`config.mk`:
```
export PLATFORM = sky130hd
export DESIGN_NAME = processing_element_mm
export DESIGN_NICKNAME = d
export VERILOG_FILES = /design/src/rtl/processing_element_mm.sv
export SDC_FILE = /design/constraint.sdc
export NUM_CORES = 1
export LEC_CHECK = 0
export BUFFER_PORTS_ARGS = -buffer_cell sky130_fd_sc_hd__buf_2
export CAP_MARGIN = 40
export CORE_UTILIZATION = 60
export DETAILED_ROUTE_END_ITERATION = 8
export PLACE_DENSITY = 0.91
export SYNTH_ARGS = -nofsm -noshare
export SYNTH_HDL_FRONTEND = slang
export SYNTH_SLANG_ARGS = --single-unit
export TNS_END_PERCENT = 10
```
`constraint.sdc`:
```
create_clock -name clk -period 38.3 [get_ports clk]
set_input_delay 7.66 -clock clk [delete_from_list [all_inputs] [get_ports clk]]
set_output_delay 7.66 -clock clk [all_outputs]
set_load 0.1 [all_outputs]
```
`src/rtl/processing_element_mm.sv`:
```
// rtl/processing_element_mm.sv - systolic MAC processing element
// Output-stationary accumulate or weight-stationary partial-sum pass, with operand forwarding.
module processing_element_mm #(
   parameter int WIDTH_A     = 16,
   parameter int WIDTH_B     = 16,
   parameter int WIDTH_MAC   = 48,
   parameter int WIDTH_K     = 8,
   parameter int SIGNED      = 0,
   parameter int ZERO_GATING = 1
) (
   input  logic                 clk,
   input  logic                 rst,
   input  logic                 clear,
   input  logic                 mode,
   input  logic [WIDTH_K-1:0]   k_len,
   input  logic [WIDTH_A-1:0]   act_in,
   input  logic [WIDTH_B-1:0]   wei_in,
   input  logic                 in_vld,
   output logic                 in_rdy,
   input  logic                 wei_load,
   input  logic [WIDTH_MAC-1:0] psum_in,
   output logic [WIDTH_A-1:0]   act_out,
   output logic [WIDTH_B-1:0]   wei_out,
   output logic                 fwd_vld,
   output logic [WIDTH_MAC-1:0] res_out,
   output logic                 res_vld,
   input  logic                 res_rdy,
   output logic                 busy
);
   localparam int WP = WIDTH_A + WIDTH_B;

   typedef enum logic [1:0] {IDLE, OS_ACC, OS_FULL, WS_RUN} state_t;

   state_t               state_q;
   logic [WIDTH_MAC-1:0] acc_q, res_q;
   logic [WIDTH_K-1:0]   cnt_q;
   logic [WIDTH_B-1:0]   wreg_q, wei_out_q;
   logic [WIDTH_A-1:0]   act_out_q, op_a_q;
   logic [WIDTH_B-1:0]   op_b_q;
   logic                 res_vld_q, fwd_vld_q;

   logic                 accept, ws_path, zero, os_beat, ws_beat, last;
   logic [WIDTH_B-1:0]   mul_b_raw;
   logic [WIDTH_A-1:0]   mul_a;
   logic [WIDTH_B-1:0]   mul_b;
   logic [WP-1:0]        ext_a, ext_b, prod_p;
   logic [WIDTH_MAC-1:0] prod, acc_d;
   logic [WIDTH_K-1:0]   k_eff, cnt_d;

   // The weight operand comes from the stationary register whenever the beat belongs to WS.
   assign ws_path   = (state_q == WS_RUN) || ((state_q == IDLE) && mode);
   assign mul_b_raw = ws_path ? wreg_q : wei_in;
   assign zero      = (ZERO_GATING != 0) && ((act_in == '0) || (mul_b_raw == '0));

   // Zero beats keep the multiplier inputs frozen so the array does not toggle.
   assign mul_a  = zero ? op_a_q : act_in;
   assign mul_b  = zero ? op_b_q : mul_b_raw;
   assign ext_a  = {{WIDTH_B{(SIGNED != 0) && mul_a[WIDTH_A-1]}}, mul_a};
   assign ext_b  = {{WIDTH_A{(SIGNED != 0) && mul_b[WIDTH_B-1]}}, mul_b};
   assign prod_p = ext_a * ext_b;
   assign prod   = zero ? '0 : {{(WIDTH_MAC-WP){(SIGNED != 0) && prod_p[WP-1]}}, prod_p};

   assign k_eff = (k_len == '0) ? WIDTH_K'(1) : k_len;
   assign last  = (cnt_q == k_eff - WIDTH_K'(1));
   assign acc_d = acc_q + prod;
   assign cnt_d = cnt_q + WIDTH_K'(1);

   always_comb begin
      in_rdy = 1'b1;
      case (state_q)
         IDLE:    in_rdy = !(mode && wei_load);
         OS_ACC:  in_rdy = 1'b1;
         OS_FULL: in_rdy = 1'b0;
         WS_RUN:  in_rdy = !wei_load && (!res_vld_q || res_rdy);
         default: in_rdy = 1'b0;
      endcase
      if (rst || clear) in_rdy = 1'b0;
   end

   assign accept  = in_vld && in_rdy;
   assign os_beat = accept && !ws_path;
   assign ws_beat = accept && ws_path;

   always_ff @(posedge clk) begin
      if (rst || clear) begin
         state_q   <= IDLE;
         acc_q     <= '0;
         cnt_q     <= '0;
         res_q     <= '0;
         res_vld_q <= 1'b0;
         act_out_q <= '0;
         wei_out_q <= '0;
         fwd_vld_q <= 1'b0;
         op_a_q    <= '0;
         op_b_q    <= '0;
         if (rst) wreg_q <= '0;
      end else begin
         fwd_vld_q <= accept;
         if (accept) begin
            act_out_q <= act_in;
            wei_out_q <= ws_path ? wreg_q : wei_in;
         end
         if (accept && !zero) begin
            op_a_q <= act_in;
            op_b_q <= mul_b_raw;
         end
         if (res_vld_q && res_rdy) res_vld_q <= 1'b0;
         if (ws_path && wei_load) begin
            wreg_q    <= wei_in;
            wei_out_q <= wei_in;
         end

         if (os_beat) begin
            state_q <= OS_ACC;
            if (!last) begin
               acc_q <= acc_d;
               cnt_q <= cnt_d;
            end else if (!res_vld_q || res_rdy) begin
               res_q     <= acc_d;
               res_vld_q <= 1'b1;
               acc_q     <= '0;
               cnt_q     <= '0;
            end else begin
               acc_q   <= acc_d;
               state_q <= OS_FULL;
            end
         end

         if (ws_beat) begin
            res_q     <= psum_in + prod;
            res_vld_q <= 1'b1;
            state_q   <= WS_RUN;
         end

         case (state_q)
            OS_FULL: if (res_rdy) begin
               res_q     <= acc_q;
               res_vld_q <= 1'b1;
               acc_q     <= '0;
               cnt_q     <= '0;
               state_q   <= OS_ACC;
            end
            OS_ACC: if (!accept && (cnt_q == '0) && !res_vld_q) state_q <= IDLE;
            WS_RUN: if (!res_vld_q && !in_vld) state_q <= IDLE;
            default: ;
         endcase
      end
   end

   assign act_out = act_out_q;
   assign wei_out = wei_out_q;
   assign fwd_vld = fwd_vld_q;
   assign res_out = res_q;
   assign res_vld = res_vld_q;
   assign busy    = (state_q != IDLE);
endmodule
```
; Word-level counts from Yosys, hierarchy flattened
; Cells that the tools add are included.
[totals]
register_bits = 188
input_bits = 95
output_inout_bits = 84
wordCells = 96
[op_classes]
n_mux = 43
add_sub_neg = 4
reduce_logical = 32
n_mul = 1
n_eq_ne = 5
[ops]
columns = cell, n
row1 = $mux 48, 11
row2 = $mux 16, 8
row3 = $add 48x32->48, 2
row4 = $mux 8, 6
row5 = $logic_not 16->1, 2
row6 = $mul 16x16->32, 1
row7 = $mux 32, 1
row8 = $logic_not 8->1, 2
row9 = $mux 2, 7
row10 = $logic_and 1x1->1, 12
row11 = $add 8x1->8 const B, 1
row12 = $eq 8x8->1, 1
row13 = $mux 1, 8
row14 = $sub 8x1->8 const B, 1
row15 = $logic_not 1->1, 7
row16 = $pmux 2 s3, 1
row17 = $reduce_bool 2->1, 3
row18 = $eq 2x2->1 const B, 2
row19 = $logic_or 1x1->1, 4
row20 = $pmux 1 s4, 1
row21 = $eq 2x1->1 const B, 1
row22 = $logic_not 2->1, 1
row23 = $ne 2x2->1 const B, 1
row24 = $reduce_and 2->1, 1

; Depth between registers and ports, before layout
[logic_depth]
word_depth = 16
depth_mapped = 46
depth_no_buf = 41

; Worst setup path after synthesis
; Ideal clock, no wire load.
[synth_timing]
path_type = input port to flip-flop
startpoint = input mode
endpoint = register res_q[46], in the netlist res_out[46]
required_ps = 38178
cell_stages = 41
path_slack_ps = 20954
t_arrival_ps = 17224
setup_ps = 122
path_buffers = 4
path_cell_list = nand2b_1 > o21ai_0 > buf_1 > mux2i_1 > a41o_1 > clkbuf_1 > nor2_1 > a21oi_1 > clkbuf_1 > nor2_1 > fa_1 > inv_1 > fa_1 > inv_1 > fa_1 > fa_1 > fa_1 > inv_1 > (+5 left out) > o21ai_0 > or3_1 > o211ai_1 > nand3_1 > a41oi_1 > xnor2_1 > nor2_1 > ha_1 > a21o_1 > or3_1 > o21ai_0 > nor3b_1 > a221o_1 > buf_2 > nor2b_1 > xnor2_1 > a21oi_1 > a221o_1
[synth_via]
elab_chain_len = 15
elab_cells_between_ends = 25
cone_classes = add/sub: 2 / mul: 1 / mux: 12 / reduce/logical: 10
[synth_rtl]
columns = item, line_no
row1 = start: declaration, 14  ; input logic mode,
row2 = $logic_and 1x1->1, 51  ; assign ws_path = (state_q == WS_RUN) || ((state_q == IDLE) && mode);
row3 = $logic_or 1x1->1, 51
row4 = $mux 16, 52  ; assign mul_b_raw = ws_path ? wreg_q : wei_in;
row5 = $logic_not 16->1, 53  ; assign zero = (ZERO_GATING != 0) && ((act_in == '0) || (mul_b_raw == '0));
row6 = $logic_or 1x1->1, 53
row7 = "$mux 16, on equally long branches", "56, 57"
row8 = $mul 16x16->32, 60  ; assign prod_p = ext_a * ext_b;
row9 = $mux 32, 61  ; assign prod = zero ? '0 : {{(WIDTH_MAC-WP){(SIGNED != 0) && prod_p[WP-1]}}, prod_p};
row10 = $add 48x32->48, 65  ; assign acc_d = acc_q + prod;
row11 = $mux 48, 118  ; end else if (!res_vld_q || res_rdy) begin
row12 = $mux 48, 115  ; if (!last) begin
row13 = $mux 48, 113  ; if (os_beat) begin
row14 = $mux 48 *, 129  ; if (ws_beat) begin
row15 = $mux 48, 136  ; OS_FULL: if (res_rdy) begin
row16 = $mux 48 *, 135  ; case (state_q)
row17 = end signal: assignment, 130  ; res_q <= psum_in + prod;
row18 = end signal: assignment, 137  ; res_q <= acc_q;
row19 = end: declaration, 35  ; logic [WIDTH_MAC-1:0] acc_q, res_q;
; Every way passes the cells marked *; elsewhere a longest branch is shown, timed or not.
; A chain may end at the register's enable or synchronous reset.

; Worst setup path after layout
[layout_timing]
startpoint = input wei_in[10]
endpoint = register acc_q[37]
[layout_via]
elab_chain_len = 12
elab_cells_between_ends = 13
cone_classes = add/sub: 1 / mul: 1 / mux: 9 / reduce/logical: 2
[layout_rtl]
columns = item, line_no
row1 = start: declaration, 17  ; input logic [WIDTH_B-1:0] wei_in,
row2 = $mux 16 *, 52
row3 = $logic_not 16->1, 53
row4 = $logic_or 1x1->1, 53
row5 = "$mux 16, on equally long branches", "56, 57"
row6 = $mul 16x16->32, 60
row7 = $mux 32 *, 61
row8 = $add 48x32->48 *, 65
row9 = $mux 48, 118
row10 = $mux 48 *, 115
row11 = $mux 48 *, 113
row12 = $mux 48, 136
row13 = $mux 48 *, 135
row14 = end signal: assignment, 116  ; acc_q <= acc_d;
row15 = end signal: assignment, 121  ; acc_q <= '0;
row16 = end signal: assignment, 139  ; acc_q <= '0;
row17 = end: declaration, 35
; Marks and branches as above.

==> impl_metrics.toml <==
[status]
status = "complete, no violations"

[sta]
setup_slack_ns = 19.20
hold_viol = 0
fin_skew_ns = 0.0139
tightest_slew_ns = 0.992
setup_viol = 0
rsz0062_at_grt = "no"
max_clock_freq_mhz = 52.4
fin_crit_ns = 19.10
timing.final.crit_share_pct = 49.9
slew_viol_final = 0
max-slew-margin-rel_pct = 33.9
final.setup.tns_ns = 0

[setup_path]
cp_data_required_time_ns = 38.63
slowest_stage = "a211oi_1"
critPathCaptureType = "flop"
cp.arrival_ns = 19.42
crit_type = "in -> reg"
crit_path_max_fanout = 51
cp-start-kind = "input port"
crit_start = "wei_in[10]"
slowest_delay_ns = 0.74
crit_top_cell = "fa_1"
rr_worst_depth = 41
r2r_start = "state_q[1]"

[logic_synthesis]
syn_area_per_cell_sq_um = 7.84
ys_types = 74
synthFlopType = "dfxtp_1"
synth.yosys.warnings = 0
yosysSeqAreaShare_pct = 18.9
syn_nets = 3106
synth_top_area_share_pct = 18.9
synthArstFlopShare_pct = 0
synthesis.area_sq_um = 20700
synthCells = 2644
yosys.area.top_type = "fa_1"
synth_seq_cells = 188
synth_edf_count = 16
synth.area.top_cells = "fa_1 19%, dfxtp_1 17%, ha_1 10%"

[floorplanning]
placementRows = 67
core_area_sq_um = 33800
fp.dieArea_sq_um = 35300
pin_count = 179
die_w_microns = 188
dieHeight_microns = 188
initial_utilization_pct = 61.4

[route]
firstDrtPassIters = 9
dr.first_iter.drc_count = 2519
drcViolationCount = 0
vias = 20700
wl_per_cell_microns = 21.0
ant_nets = 0
vias_per_cell = 6.41
routed_wl_mm = 67.9

[place]
hpwl_mm = 51.2
place_congestion = 1.04
post_dp_cell_area_sq_um = 22100
pre_cts_ws_ns = 18.96
numPortBuffers = 178

[clock_tree]
cts.clk_slew.worst_paths_ns = 0.07
worstSkewPairLatency_ns = 0.46
tritoncts = "built"
cts_resized = 0
cts_buffers = 17
ctsHtreeMaxLevel = 4
cts_buffer_depth = 2
clock_sinks = 188
cts_hold_buf = 0
postCtsSetupRepairBufs = 0
cts-root-buf = "clkbuf_16"

[global_routing]
track_usage_pct = 38.6
antenna_found_initial = 2
grt_pass1_vias = 20700
grt-ovfl-total = 0
grt_pass1_wl_mm = 108
grt_start_max_net_pins = 65

[job]
max_cap_viol_count = 0

[finish]
nFillCells = 2708
syn_to_final_growth_pct = 9.33
nets = 3230
fin_util_pct = 67.1
design_area_sq_um = 22700
post_route_cells_drive_above_1_share_pct = 10.4

[worst_hold_path]
hp-class = "reg -> reg"
hold_depth = 2
min_from = "act_out[4]"
==> logic make-up (layout without fill, tap and decap cells) <==
kind of cell / count (synthesis) / after routing / synth area share, %
compound gates: 592 / 592 / 17.9
simple gates: 978 / 978 / 20.5
xor+xnor: 108 / 108 / 4.56
buf+inv: 371 / 508 / 6.93
other cells: 0 / 2 / 0
mux: 40 / 40 / 1.93
fa+ha+maj: 367 / 367 / 29.2
flops: 188 / 188 / 18.9
==> cells in the final DEF (no fill, tap or decap), drive strengths merged, types with 50 or more instances in the layout <==
cell type    n
inv        259
nand2      389
a21oi      208
nor3        69
xor2        50
buf        222
xnor2       58
nand3       50
o21ai      105
fa         196
dfxtp      172
a21o        65
ha         171
nor2       313
==> flip-flops by register name, indices dropped and copies added, names as in the netlist <==
signal and cells:
act_out 16, op_b_q 16, res_out 48, fwd_vld 1, wreg_q 16, state_q 2, cnt_q 8, op_a_q 16
wei_out 16, res_vld 1, acc_q 48
==> Yosys cell counts, drive strengths merged, types with 9 or more instances <==
library cell,instances
a211oi,45
a21o,65
a21oi,208
a22oi,19
a31oi,21
and2,34
and3,30
buf,25
clkbuf,92
dfxtp,172
edfxtp,16
fa,196
ha,171
inv,254
mux2i,40
nand2,389
nand2b,17
nand3,50
nand4,12
nor2,313
nor2b,14
nor3,69
nor4,14
o211ai,18
o21a,21
o21ai,105
o22ai,20
or2,9
xnor2,58
xor2,50
==> per-layer routing <==
metal	share of wire [%]	global-route usage, %	vias up
met1	37	48.1	9821
met4	5.9	21.9	0
li1	-	-	9164
met3	11	7.58	320
met2	46	62.5	1399
met5	0	0	-
==> worst max-delay path, delay by kind of cell <==
family | cells | cell delay [ns]
and+or+nand+nor | 11 | 2.22
adders and majority gates | 8 | 3.73
buffers and inverters | 7 | 1.01
muxes | 1 | 0.49
AOI/OAI and AO/OA | 14 | 4.27
==> through the flow <==
step	instances	hold slack, ns
3_3_place_gp	3189	0.438
5_1_grt	3231	0.476
4_1_cts	3229	0.456
2_1_floorplan	2644	0.440
3_5_place_dp	3197	0.443
6_report	3231	0.453
==> area by class of cell <==
cell class | instances | area (sq um) | area share (%)
clock inverter | 9 | 71.3 | 0.315
clock buffer | 23 | 510 | 2.25
multi-input combinational | 2085 | 15400 | 68.0
antenna | 2 | 5.00 | 0.0221
inverter | 254 | 953 | 4.20
timing repair buffer | 222 | 1230 | 5.41
tap | 448 | 561 | 2.47
sequential | 188 | 3920 | 17.3
==> final timing paths <==
kind	end	slack, ns
max reg2reg	acc_q[37]	26.16
max	acc_q[37]	19.20
min	act_out[4]	0.45
min reg2reg	act_out[4]	0.45
Power is left out: the tool's default activity adds up to more than one toggle a clock period on the data nets, which glitch-free logic cannot reach.
